===== src/rtl/countdown_pkg.sv =====
// Shared state type for the countdown timer.
package countdown_pkg;

  localparam int STATE_W = 2;

  typedef enum logic [STATE_W-1:0] {
    IDLE  = 2'd0,
    RUN   = 2'd1,
    PAUSE = 2'd2
  } state_t;

endpackage


===== src/rtl/countdown_timer_tick_prescaler.sv =====
// Divides clk by PRESCALE; tick marks the last phase of each period.
module tick_prescaler #(
  parameter int PRESCALE = 1
) (
  input  logic clk,
  input  logic reset,
  input  logic enable,
  input  logic clear,
  output logic tick
);

  localparam int PW = (PRESCALE > 1) ? $clog2(PRESCALE) : 1;
  localparam logic [PW-1:0] LAST = PW'(PRESCALE - 1);

  logic [PW-1:0] phase;

  // tick reflects the held phase, so the owner can see it even while paused
  assign tick = (phase == LAST);

  always_ff @(posedge clk or negedge reset) begin
    if (!reset) begin
      phase <= '0;
    end else if (clear) begin
      phase <= '0;
    end else if (enable) begin
      phase <= tick ? '0 : phase + 1'b1;
    end
  end

endmodule


===== src/rtl/countdown_timer.sv =====
// Loadable down-counter with start/pause and one-cycle done pulse at zero.
// Define COUNTDOWN_AUTO_RELOAD_EN to restart from the loaded value at terminal.
module countdown_timer
  import countdown_pkg::*;
#(
  parameter int WIDTH    = 4,
  parameter int PRESCALE = 1
) (
  input  logic             clk,
  input  logic             reset,
  input  logic             load,
  input  logic [WIDTH-1:0] load_value,
  input  logic             start,
  input  logic             pause,
  output logic [WIDTH-1:0] count,
  output logic             busy,
  output logic             done
);

  state_t           state, state_next;
  logic [WIDTH-1:0] count_next;
  logic             done_next;
  logic             tick;
  logic             terminal;
  logic             prescale_en;
`ifdef COUNTDOWN_AUTO_RELOAD_EN
  logic [WIDTH-1:0] reload;
`endif

  // Terminal decision uses the pre-pause state, so it beats a same-cycle pause
  assign terminal    = (state == RUN) && tick && (count == WIDTH'(1));
  assign prescale_en = !load && (state == RUN) && (!pause || terminal);

  tick_prescaler #(.PRESCALE(PRESCALE)) u_prescaler (
    .clk    (clk),
    .reset  (reset),
    .enable (prescale_en),
    .clear  (load),
    .tick   (tick)
  );

  always_comb begin
    state_next = state;
    count_next = count;
    done_next  = 1'b0;
    if (load) begin
      count_next = load_value;
      state_next = IDLE;
    end else begin
      case (state)
        RUN: begin
          if (terminal) begin
            done_next = 1'b1;
`ifdef COUNTDOWN_AUTO_RELOAD_EN
            if (reload != '0) begin
              count_next = reload;
            end else begin
              count_next = '0;
              state_next = IDLE;
            end
`else
            count_next = '0;
            state_next = IDLE;
`endif
          end else if (pause) begin
            state_next = PAUSE;
          end else if (tick) begin
            count_next = count - 1'b1;
          end
        end
        PAUSE: begin
          if (!pause && start) state_next = RUN;
        end
        IDLE: begin
          if (!pause && start && (count != '0)) state_next = RUN;
        end
        default: state_next = IDLE;
      endcase
    end
  end

  always_ff @(posedge clk or negedge reset) begin
    if (!reset) begin
      state <= IDLE;
      count <= '0;
      busy  <= 1'b0;
      done  <= 1'b0;
    end else begin
      state <= state_next;
      count <= count_next;
      busy  <= (state_next != IDLE);
      done  <= done_next;
    end
  end

`ifdef COUNTDOWN_AUTO_RELOAD_EN
  always_ff @(posedge clk or negedge reset) begin
    if (!reset)    reload <= '0;
    else if (load) reload <= load_value;
  end
`endif

endmodule


===== config.mk =====
export PLATFORM = sky130hd
export DESIGN_NAME = countdown_timer
export DESIGN_NICKNAME = d
export VERILOG_FILES = /design/src/rtl/countdown_pkg.sv /design/src/rtl/countdown_timer_tick_prescaler.sv /design/src/rtl/countdown_timer.sv
export SDC_FILE = /design/constraint.sdc
export NUM_CORES = 1
export LEC_CHECK = 0
export CAP_MARGIN = 30
export CORE_AREA = 2 2 39 41
export DETAILED_ROUTE_END_ITERATION = 10
export DIE_AREA = 0 0 41 43
export MAX_ROUTING_LAYER = met4
export PLACE_DENSITY = 0.68
export REMOVE_ABC_BUFFERS = 1
export SLEW_MARGIN = 0
export SYNTH_ARGS = -nofsm -noshare
export SYNTH_HDL_FRONTEND = slang
export SYNTH_SLANG_ARGS = --single-unit

===== constraint.sdc =====
create_clock -name clk -period 3.8 [get_ports clk]
set_input_delay 1.14 -clock clk [delete_from_list [all_inputs] [get_ports clk]]
set_output_delay 1.14 -clock clk [all_outputs]
set_load 0.01 [all_outputs]

# Word-level counts from Yosys, hierarchy flattened
# Index checks and enable logic that the tools add are counted.
[totals]
register_bits = 9
[op_classes]
reduce_logical = 15
addsub = 2
n_eq_ne = 5
muxes = 17
bitwise_logic = 1
[op_table]
columns = ["cell", "count"]
rows = [
  ["$mux 4", 5],
  ["$mux 2", 5],
  ["$logic_and 1x1->1", 6],
  ["$mux 1", 6],
  ["$pmux 2 s3", 1],
  ["$reduce_bool 2->1", 3],
  ["$eq 4x1->1 const B", 1],
  ["$reduce_bool 4->1", 1],
  ["$sub 4x1->4 const B", 1],
  ["$ne 3x2->1 const B", 1],
  ["$ne 3x3->1 const B", 1],
  ["$reduce_and 3->1", 1],
  ["$eq 2x1->1 const B", 1],
  ["$eq 2x2->1 const B", 1],
  ["$logic_not 1->1", 2],
  ["$logic_not 2->1", 1],
  ["$add 1x1->1 const B", 1],
  ["$logic_or 1x1->1", 1],
  ["$not 1->1", 1],
]

# Longest topological paths before layout
[logic_depth]
depth_word = 7
mapped_depth = 6

# Hierarchy
# Synthesis repeated with hierarchy kept, for this count alone.
[unflattened]
hier_cells = 59
area_unflattened_um2 = 529.3
[modules_own_cells]
columns = ["mod", "area_per_inst_um2", "cells_each", "n_inst"]
rows = [
  ["countdown_timer", 518.0, 57, 1],
  ["tick_prescaler", 11.3, 2, 1],
]

# Least setup slack after synthesis
# No wires, ideal clock.
[synth_timing]
kind = "in2reg"
startpoint = "in pause"
endpoint = "reg state[0]"
setup_ns = 0.078
path_buffers = 0
path_stages = 3
setup_slack_ns = 1.961
arrival_ns = 1.760
t_required_ns = 3.722
cell_sequence = "nand2b_1 -> or3b_1 -> a21oi_1"
[synth_between]
elab_chain_cells = 6
[synth_lines]
columns = ["element", "line", "source"]
rows = [
  ["start, declared", "countdown_timer.sv:14", "input logic pause,"],
  ["$logic_not 1->1", "countdown_timer.sv:72, countdown_timer.sv:75", ""],
  ["$logic_and 1x1->1", "countdown_timer.sv:72, countdown_timer.sv:75", ""],
  ["$logic_and 1x1->1", "countdown_timer.sv:75", "if (!pause && start && (count != '0)) state_next = RUN;"],
  ["$mux 2", "countdown_timer.sv:75", ""],
  ["$pmux 2 s3 *", "countdown_timer.sv:50", "case (state)"],
  ["$mux 2 *", "countdown_timer.sv:46", "if (load) begin"],
  ["named net state_next[0]", "countdown_timer.sv:20", "state_t state, state_next;"],
  ["end signal, assigned", "countdown_timer.sv:89", "state <= state_next;"],
  ["end, declared", "countdown_timer.sv:20", ""],
]
# The timed path passes the listed nets; every way through them passes the cells marked *.
# A chain may end at the register's enable or synchronous reset.

# Worst setup path after layout
[layout_timing]
startpoint = "reg count[2]"
endpoint = "out count[2]"
[layout_rtl]
columns = ["element", "line", "source"]
rows = [
  ["start, declared", "countdown_timer.sv:15", "output logic [WIDTH-1:0] count,"],
  ["start signal, assigned", "countdown_timer.sv:90", "count <= count_next;"],
]
# No word-level cell between the ends.

==> summary.txt <==
Flow run
  – Max_cap viols: 0

Setup path
  – Crit path largest cell delay: 0.58 ns
  – Worst path cell trace: clkdlybuf4s50_1
  – Critical Path Sink Type: output pin
  – Req. time, crit path: 2.66 ns
  – CP max stage cell: clkdlybuf4s50_1
  – Worst path arrival time: 1.29 ns
  – Family with the most delay on the worst path: buffers and inverters
  – CP bufs+invs: 1
  – Crit-path max FO: 7
  – Crit path kind: reg -> out
  – Crit path launch type: flip-flop

Synthesis
  – Synth Area per Inst: 9.986 um2
  – Adder-Cell Fraction of Synth Area: 7.092%
  – Compound-Gate Fraction of Synth Area: 12.53%
  – Synth Area in XOR/XNOR: 1.655%
  – Post-synth top area cell: dfrtp_1
  – Mux cell area share after synthesis: 0%
  – Register area share after synthesis: 37.83%
  – Top-area cell type share of the netlist area: 37.83%
  – Synth Register Bits: 8
  – Post-Synth Simple-Gate Area: 37.83%
  – Post-Syn Area: 529.3 um2
  – Syn Inst Count: 53
  – Synth warnings: 0
  – Largest family of logic cells by synthesized area: simple AND/OR/NAND/NOR gates
  – Area contributors post-synth: dfrtp_1 (38%), ha_1 (7.1%), nand2b_1 (5.9%)
  – Count of cell types in the netlist: 27

Pwr
  – Sw Ratio: 27.56%
  – Pwr/cell area: 308.4 nW/um2
  – NetSw: 59.75 uW
  – P_int: 157.1 uW
  – Seq pwr share: 46.4%
  – Clk pwr share: 29.6%
  – Tot Pwr: 216.8 uW
  – Worst-case vdd ir drop: 0.1398 mV
  – Leakage: 0.0002827 uW
  – Logic gate share of total power: 24.0%

Floorplan
  – Die X-Extent: 41 um
  – Die area: 1763 um2
  – Die H: 43 um
  – # IOs: 15
  – Initial Util: 38.25%
  – Core area: 1384 um2
  – Row cnt: 14

Cells and area
  – # nets final: 82
  – Most frequent cells in the layout: clkdlybuf4s50_1 (14), dfrtp_1 (8), nand2b_1 (5)
  – Area growth syn-to-layout: 32.86%
  – Layout cells sized above 1: 10.29%
  – Most common cell after layout, fill and taps aside: clkdlybuf4s50_1
  – # diodes: 0
  – Non-filler cells in the finished layout: 84
  – Fin util: 50.81%

STA
  – Worst Clk Skew: 0.001453 ns
  – Final WS setup: 1.372 ns
  – Period utilisation layout: 63.88%
  – Setup Viol. Count Final: 0
  – Slew margin rel.: 67.61%
  – Fin crit period: 2.428 ns
  – Max-slew violations: 0
  – Setup repair after global routing missed its margin: false
  – Worst slew pin tran: 0.4843 ns
  – TNS Setup: 0 ns
  – Final hold violations: 0
  – F_max: 0.4119 GHz

Route
  – Post-route DRC violation count: 0
  – Initial DRT Pass Iterations: 4
  – Via count: 458
  – Detailed Route Iter0 Violations: 6
  – Routed Antenna Nets: 0
  – Average wire per standard cell: 13.31 um
  – Vias/cell: 5.452
  – Post-Route WL: 1118 um

Clock tree
  – Clk sinks: 8
  – Worst-path clk slew: 0.06 ns
  – Maximum clock path buffer count: 2
  – CTS HTree Levels: 1
  – Clk root buf: clkbuf_4
  – Total CTS buffers: 3
  – CTS resizes: 0
  – TritonCTS clock tree: done
  – Cts hold-fix bufs: 0
  – Clock Latency Late Sink: 0.25 ns
  – # Post-CTS Setup Buffers: 0

Place
  – RePlAce Congestion: 0.7490
  – DP Cell Count: 81
  – DPL Wire Length: 834.3 um
  – Worst slack, placed: 1.300 ns
  – I/O Buffers: 14

GRT
  – First-pass GRT wire length: 1828 um
  – Vias in the first global route: 445
  – Largest net degree at the start of global routing: 16
  – Initial antenna violation count: 0
  – GR Util All Layers: 16.03%
  – Congestion Overflow GR: 0

Min path
  – HP Class: reg -> reg

Status
  – Outcome: completed
## area by class of cell
cell class	instances	area, um2
repair buffers	14	140.1
clock buffers	3	22.52
flip-flops and latches	8	200.2
inverters	2	7.507
multi-input cells	41	312.8
fillers	135	680.7
well taps	16	20.02
## path summary, 6_finish.rpt
check	start	endpoint	slack, ns	cells after the start
setup / recovery	count[2]	count[2]	1.37	1
hold reg to reg	state[0]	busy	0.62	1
max in group asynchronous	reset	count[2]	2.36	1
hold / removal	state[0]	busy	0.62	1
min in group asynchronous	reset	state[0]	1.17	1
setup reg to reg	count[1]	count[3]	2.19	5
## synth_stat cells
cell       instances
nor2_1             3
a21oi_1            4
or4b_1             2
nand3b_1           2
nor3b_1            1
and4b_1            1
xnor2_1            1
a2111oi_0          1
a211oi_1           1
o31ai_2            1
clkbuf_1           1
nor3_2             1
inv_1              2
nor2b_1            3
nand2b_1           5
nor4_2             1
a221oi_1           1
dfrtp_1            8
ha_1               3
nor3_1             1
nand2_1            3
nor3b_4            1
a311oi_1           1
nand3_1            1
buf_2              1
or3b_1             2
nand4_1            1
## per-stage QoR
stage	hold WS (ns)	cell area, um2
floorplan	0.5334	520.5
global placement	0.6167	680.7
detailed placement	0.6121	680.7
CTS	0.6283	703.2
global route	0.6741	703.2
finish	0.6163	703.2
## per-layer routing
| layer | global-route usage (%) | part of all wire, % | routed length [um] | vias to the layer above |
|---|---|---|---|---|
| met3 | 4.712 | 4.7 | 52 | 2 |
| met5 | - | 0 | 0 | - |
| met4 | 8.000 | 1.3 | 14 | 0 |
| met1 | 18.95 | 44 | 487 | 212 |
| met2 | 23.75 | 50 | 562 | 14 |
| li1 | - | - | - | 230 |
## sequential cells by signal, indices dropped and copies added, names as in the netlist
name and cells:
busy 1, done 1, state 2, count 4
## kinds of logic (layout without fill, tap and decap cells)
| family | count (synthesis) | after routing |
|---|---|---|
| AO/OA/AOI/OAI | 9 | 9 |
| XOR/XNOR | 1 | 1 |
| adder cells (fa/ha/maj) | 3 | 3 |
| buffers and inverters | 4 | 19 |
| flip-flops | 8 | 8 |
| AND/OR/NAND/NOR | 28 | 28 |
## power by group through the flow
stage / clock network (uW) / registers [uW] / logic, uW
after floorplan: 0 / 102 / 22.8
final: 64.2 / 101 / 52.0
after global routing: 73.2 / 102 / 57.8
after global placement: 0 / 102 / 51.9
after CTS: 67.2 / 101 / 52.7
after detailed placement: 0 / 102 / 52.4
No activity file was read; power rests on OpenSTA's default activity.
